**src/rtl/shift_reg_bank.sv**
```systemverilog
`default_nettype none
// ============================================================================
//  Module      : shift_reg_bank
//  Description : Bank of NUM_REGS shift registers, WIDTH bits each, with a
//                shared parallel load bus and a burst shifter. A single
//                Start runs a programmed number of left or right shifts.
//                Each register can shift on its own, or all of them can be
//                joined into one long register (chain mode).
//  Revision    : 1.0  initial release
// ----------------------------------------------------------------------------
//  Ports
//    i_clk      in   1                rising-edge clock
//    i_rst_n    in   1                asynchronous active-low reset
//    i_d        in   WIDTH            parallel load data
//    i_ld       in   NUM_REGS         per-register load enable (IDLE/DONE only)
//    i_start    in   1                start a burst (sampled in IDLE only)
//    i_count    in   CNT_W            shifts in the burst, sampled with start
//    i_sel      in   NUM_REGS         registers in the burst, sampled with start
//    i_dir      in   1                0 = right (LSB out), 1 = left (MSB out)
//    i_chain    in   1                1 = all registers form one shift register
//    i_ser_in   in   NUM_REGS         per-register serial input, sampled live
//    o_ser_out  out  NUM_REGS         per-register serial output
//    o_busy     out  1                high while shifting
//    o_done     out  1                one-cycle pulse after the last shift
//    o_q        out  NUM_REGS*WIDTH   register i at o_q[i*WIDTH +: WIDTH]
// ============================================================================
module shift_reg_bank #(
  parameter int WIDTH    = 8,
  parameter int NUM_REGS = 3,
  parameter int CNT_W    = $clog2(NUM_REGS*WIDTH+1)
) (
  input  logic                      i_clk,
  input  logic                      i_rst_n,
  input  logic [WIDTH-1:0]          i_d,
  input  logic [NUM_REGS-1:0]       i_ld,
  input  logic                      i_start,
  input  logic [CNT_W-1:0]          i_count,
  input  logic [NUM_REGS-1:0]       i_sel,
  input  logic                      i_dir,
  input  logic                      i_chain,
  input  logic [NUM_REGS-1:0]       i_ser_in,
  output logic [NUM_REGS-1:0]       o_ser_out,
  output logic                      o_busy,
  output logic                      o_done,
  output logic [NUM_REGS*WIDTH-1:0] o_q
);

  localparam int TOT = NUM_REGS * WIDTH;

  typedef enum logic [1:0] {
    S_IDLE  = 2'd0,
    S_SHIFT = 2'd1,
    S_DONE  = 2'd2
  } state_t;

  state_t              r_state;
  state_t              w_next_state;
  logic [CNT_W-1:0]    r_cnt;
  logic [NUM_REGS-1:0] r_sel_q;
  logic                r_dir_q;
  logic                r_chain_q;
  logic [TOT-1:0]      r_q;
  logic [TOT-1:0]      w_shift_q;
  logic [TOT-1:0]      w_load_q;
  logic                w_accept;

  // Start is only honoured in IDLE; elsewhere it is dropped, not queued.
  assign w_accept = (r_state == S_IDLE) && i_start;

  // --------------------------------------------------------------------------
  // FSM: next state and status outputs
  // --------------------------------------------------------------------------
  always_comb begin
    w_next_state = r_state;
    o_busy       = 1'b0;
    o_done       = 1'b0;
    case (r_state)
      S_IDLE: begin
        if (i_start) begin
          // A zero-length burst still produces its Done pulse.
          w_next_state = (i_count != '0) ? S_SHIFT : S_DONE;
        end
      end
      S_SHIFT: begin
        o_busy = 1'b1;
        if (r_cnt == CNT_W'(1)) begin
          w_next_state = S_DONE;
        end
      end
      S_DONE: begin
        o_done       = 1'b1;
        w_next_state = S_IDLE;
      end
      default: begin
        w_next_state = S_IDLE;
      end
    endcase
  end

  // --------------------------------------------------------------------------
  // Datapath: next value for one shift edge
  // --------------------------------------------------------------------------
  always_comb begin
    w_shift_q = r_q;
    if (r_chain_q) begin
      // Register NUM_REGS-1 is the most significant slice of the long word.
      if (r_dir_q) begin
        w_shift_q = {r_q[TOT-2:0], i_ser_in[0]};
      end else begin
        w_shift_q = {i_ser_in[NUM_REGS-1], r_q[TOT-1:1]};
      end
    end else begin
      for (int i = 0; i < NUM_REGS; i++) begin
        if (r_sel_q[i]) begin
          if (r_dir_q) begin
            w_shift_q[i*WIDTH +: WIDTH] = {r_q[i*WIDTH +: WIDTH-1], i_ser_in[i]};
          end else begin
            w_shift_q[i*WIDTH +: WIDTH] = {i_ser_in[i], r_q[i*WIDTH+1 +: WIDTH-1]};
          end
        end
      end
    end
  end

  // Datapath: parallel load (applies whenever not shifting)
  always_comb begin
    w_load_q = r_q;
    for (int i = 0; i < NUM_REGS; i++) begin
      if (i_ld[i]) begin
        w_load_q[i*WIDTH +: WIDTH] = i_d;
      end
    end
  end

  // --------------------------------------------------------------------------
  // State register, burst parameters and register file
  // --------------------------------------------------------------------------
  always_ff @(posedge i_clk or negedge i_rst_n) begin
    if (!i_rst_n) begin
      r_state   <= S_IDLE;
      r_cnt     <= '0;
      r_sel_q   <= '0;
      r_dir_q   <= 1'b0;
      r_chain_q <= 1'b0;
      r_q       <= '0;
    end else begin
      r_state <= w_next_state;
      if (w_accept) begin
        r_cnt     <= i_count;
        r_sel_q   <= i_sel;
        r_dir_q   <= i_dir;
        r_chain_q <= i_chain;
      end else if (r_state == S_SHIFT) begin
        r_cnt <= r_cnt - CNT_W'(1);
      end
      // A load coinciding with Start lands first; the burst then shifts it.
      if (r_state == S_SHIFT) begin
        r_q <= w_shift_q;
      end else begin
        r_q <= w_load_q;
      end
    end
  end

  // --------------------------------------------------------------------------
  // Serial outputs follow the latched direction, also while idle
  // --------------------------------------------------------------------------
  generate
    for (genvar g = 0; g < NUM_REGS; g++) begin : g_ser_out
      assign o_ser_out[g] = r_dir_q ? r_q[g*WIDTH + WIDTH - 1] : r_q[g*WIDTH];
    end
  endgenerate

  assign o_q = r_q;

endmodule
`default_nettype wire

```
**config.mk**
```make
export PLATFORM = sky130hd
export DESIGN_NAME = shift_reg_bank
export DESIGN_NICKNAME = d
export VERILOG_FILES = /design/src/rtl/shift_reg_bank.sv
export SDC_FILE = /design/constraint.sdc
export NUM_CORES = 1
export LEC_CHECK = 0
export BUFFER_PORTS_ARGS = -buffer_cell sky130_fd_sc_hd__buf_2
export CORE_ASPECT_RATIO = 0.8
export CORE_MARGIN = 5
export CORE_UTILIZATION = 40
export DETAILED_ROUTE_END_ITERATION = 6
export PLACE_DENSITY = 0.7
export SKIP_LAST_GASP = 1
export SYNTH_ARGS = -nofsm -noshare
export SYNTH_HDL_FRONTEND = slang
export SYNTH_SLANG_ARGS = --single-unit
```
**constraint.sdc**
```tcl
create_clock -name i_clk -period 1.95 [get_ports i_clk]
set_clock_uncertainty 0.1 [all_clocks]
set_input_delay 0.2925 -clock i_clk [delete_from_list [all_inputs] [get_ports i_clk]]
set_output_delay 0.2925 -clock i_clk [all_outputs]
set_load 0.1 [all_outputs]
```
==> results.sh <==
export IMPL_rsz0062_at_grt="no"
export IMPL_place_congestion=0.8281
export IMPL_slew_violations=0
export IMPL_synth_cell_types=29
export IMPL_post_cts_buffers=0
export IMPL_grt_pass1_vias=1730
export IMPL_cts_tree="done"
export IMPL_design_portCount=56
export IMPL_startpoint_type="flop"
export IMPL_crit_fanout=13
export IMPL_diodes=0
export IMPL_syn_instance_count=187
export IMPL_coreArea_um2=4950
export IMPL_crit_family="buffers and inverters"
export IMPL_outcome="finished clean"
export IMPL_worst_slew_pin_slew_ns=0.4951
export IMPL_wirelength_um=5630
export IMPL_synthArstFlopShare_pct=100.0
export IMPL_drt_pass1_iter_count=4
export IMPL_cts_buffer_depth=2
export IMPL_ant_nets=0
export IMPL_grt_pass1_wl_um=9004
export IMPL_die_h_um=73.63
export IMPL_die_area_um2=6593
export IMPL_syn_area_um2=2024
export IMPL_syn_num_nets=216
export IMPL_synth_top_area_cell="dfrtp_1"
export IMPL_drt_iter0_drc=98
export IMPL_port_buffers=55
export IMPL_path_cells="nand2b_1, inv_4, buf_6, buf_12"
export IMPL_synth_top_area_share_pct=44.50
export IMPL_synth_ff_type="dfrtp_1"
export IMPL_slew_headroom_pct=67.22
export IMPL_antenna_found_initial=0
export IMPL_track_usage_pct=18.39
export IMPL_crit_buf_inv=3
export IMPL_setup_ws_ns=0.08434
export IMPL_clkSinkCount=36
export IMPL_viasPerCell=5.486
export IMPL_period_needed_ns=1.866
export IMPL_initial_utilization_pct=40.90
export IMPL_timing_hold_ws_ns=0.1182
export IMPL_cp_slowest_stage_delay_ns=0.44
export IMPL_slowest_stage="dfrtp_1"
export IMPL_arrival_ns=1.47
export IMPL_cts_root_buf="clkbuf_8"
export IMPL_synthTopCellsByArea="dfrtp_1 44%, mux2i_1 12%, mux2_2 7.2%, a21o_1 7.0%, a211oi_1 6.7%"
export IMPL_fin_crit_sh_pct=95.67
export IMPL_nFillCells=478
export IMPL_vias=1728
export IMPL_seq_area_frac_synth_pct=44.50
export IMPL_placementRows=23
export IMPL_drc=0
export IMPL_syn_avg_cell_area_um2=10.83
export IMPL_htree_levels=2
export IMPL_hold_violations=0
export IMPL_worstSetupPathType="flop to output port"
export IMPL_required_ns=1.56
export IMPL_min_path_type="input port to flop"
export IMPL_drive_gt1_share_pct=39.53
export IMPL_path_clk_slew_ns=0.07
export IMPL_place_ws_ns=0.1472
export IMPL_wl_per_cell_um=17.87
export IMPL_end_kind="output port"
export IMPL_synth_edf_count=0
export IMPL_insertion_delay_ns=0.30
export IMPL_max_cap_violations=0
export IMPL_synth_seq_cells=36
export IMPL_die_w_um=89.54
export IMPL_grt_max_degree=21
export IMPL_synthToLayoutAreaGrowth_pct=27.50
export IMPL_cts_buffers=5
export IMPL_setup_viol=0
export IMPL_clock_fmax_mhz=536.0
export IMPL_hpwl_um=4245
export IMPL_tns_ns=0
export IMPL_ys_warn_count=0
export IMPL_grt_overflow=0
export IMPL_nets=281
placed cells by master, fill, tap and decap left out, drive strengths merged, types with 2 or more instances in the layout:
| master | count |
|---|---|
| a211oi | 18 |
| a21o | 19 |
| a21oi | 7 |
| a221o | 2 |
| a31oi | 2 |
| buf | 69 |
| clkbuf | 7 |
| dfrtp | 36 |
| ha | 2 |
| inv | 3 |
| mux2 | 13 |
| mux2i | 24 |
| nand2 | 8 |
| nor2 | 13 |
| nor2b | 4 |
| nor3 | 2 |
| o211ai | 2 |
| o21ai | 10 |
| or4b | 3 |
synth_stat cells, types with 4 or more instances:
cell type	n
dfrtp_1	36
mux2i_1	24
a21o_1	19
a211oi_1	18
mux2_2	13
nor2_1	13
nand2_1	8
a21oi_1	7
o21ai_0	7
buf_2	6
buf_6	4
nor2b_1	4
worst min-delay path, delay by kind of cell:
| family | cells | cell delay (ns) |
|---|---|---|
| AOI/OAI and AO/OA | 1 | 0.06 |
| and+or+nand+nor | 1 | 0.04 |
| buffers and inverters | 1 | 0.09 |
final cells by class:
type	instances	area, µm²	area share, %
clock buffers	7	76.32	2.957
multi-input cells	136	1032	39.99
inverters	3	13.76	0.5332
clock inverters	1	5.005	0.1939
flip-flops and latches	36	909.6	35.24
repair buffers	70	466.7	18.08
well taps	62	77.57	3.005
per-stage QoR:
step,util (%),cell area (µm²),instances
finish,52.15,2581,315
global route,52.15,2581,315
CTS,52.05,2576,315
detailed placement,50.15,2482,306
global placement,50.15,2482,306
floorplan,-,2034,187
metal layers:
metal	vias to the layer above	track usage, %	routed length (µm)
met3	8	3.475	285
met4	0	6.942	88
met5	-	0	0
li1	829	-	-
met1	844	27.37	2744
met2	47	26.30	2512
cells by family (layout without fill, tap and decap cells):
kind of cell	Yosys count	count (layout)	share of synthesized area, %
DFF	36	36	44.50
AOI/OAI and AO/OA	62	62	21.69
buffers and inverters	15	81	4.635
and+or+nand+nor	34	34	8.406
xor gates and xnor gates	1	1	0.4327
muxes	37	37	19.10
adders and majority gates	2	2	1.236
registers in the layout, indices dropped and copies added (netlist names):
register   flops
r_state        2
r_cnt          5
r_dir_q        1
o_q           24
r_sel_q        3
r_chain_q      1
what timing repair did:
action	4_1_cts	5_1_grt
endpoints found under the hold margin	16	0
hold buffers	1	0
pin swaps	0	0
gates resized for setup	1	2
setup endpoints to repair	1	1
final timing paths:
check	start	endpoint	slack, ns	depth (start not counted)
min in group asynchronous	i_rst_n	o_q[22]$_DFFE_PN0P_	0.37	2
worst min register to register	r_sel_q[2]$_DFFE_PN0P_	r_sel_q[2]$_DFFE_PN0P_	0.42	1
worst min-delay path	i_count[2]	r_cnt[2]$_DFFE_PN0P_	0.12	3
max in group asynchronous	i_rst_n	o_q[23]$_DFFE_PN0P_	0.91	3
worst max register to register	r_state[1]$_DFFE_PN0P_	o_q[18]$_DFFE_PN0P_	0.15	5
worst max-delay path	r_state[1]$_DFFE_PN0P_	o_busy	0.08	4
Power is left out: the tool's default activity adds up to more than one toggle a clock period on the data nets, which glitch-free logic cannot reach.
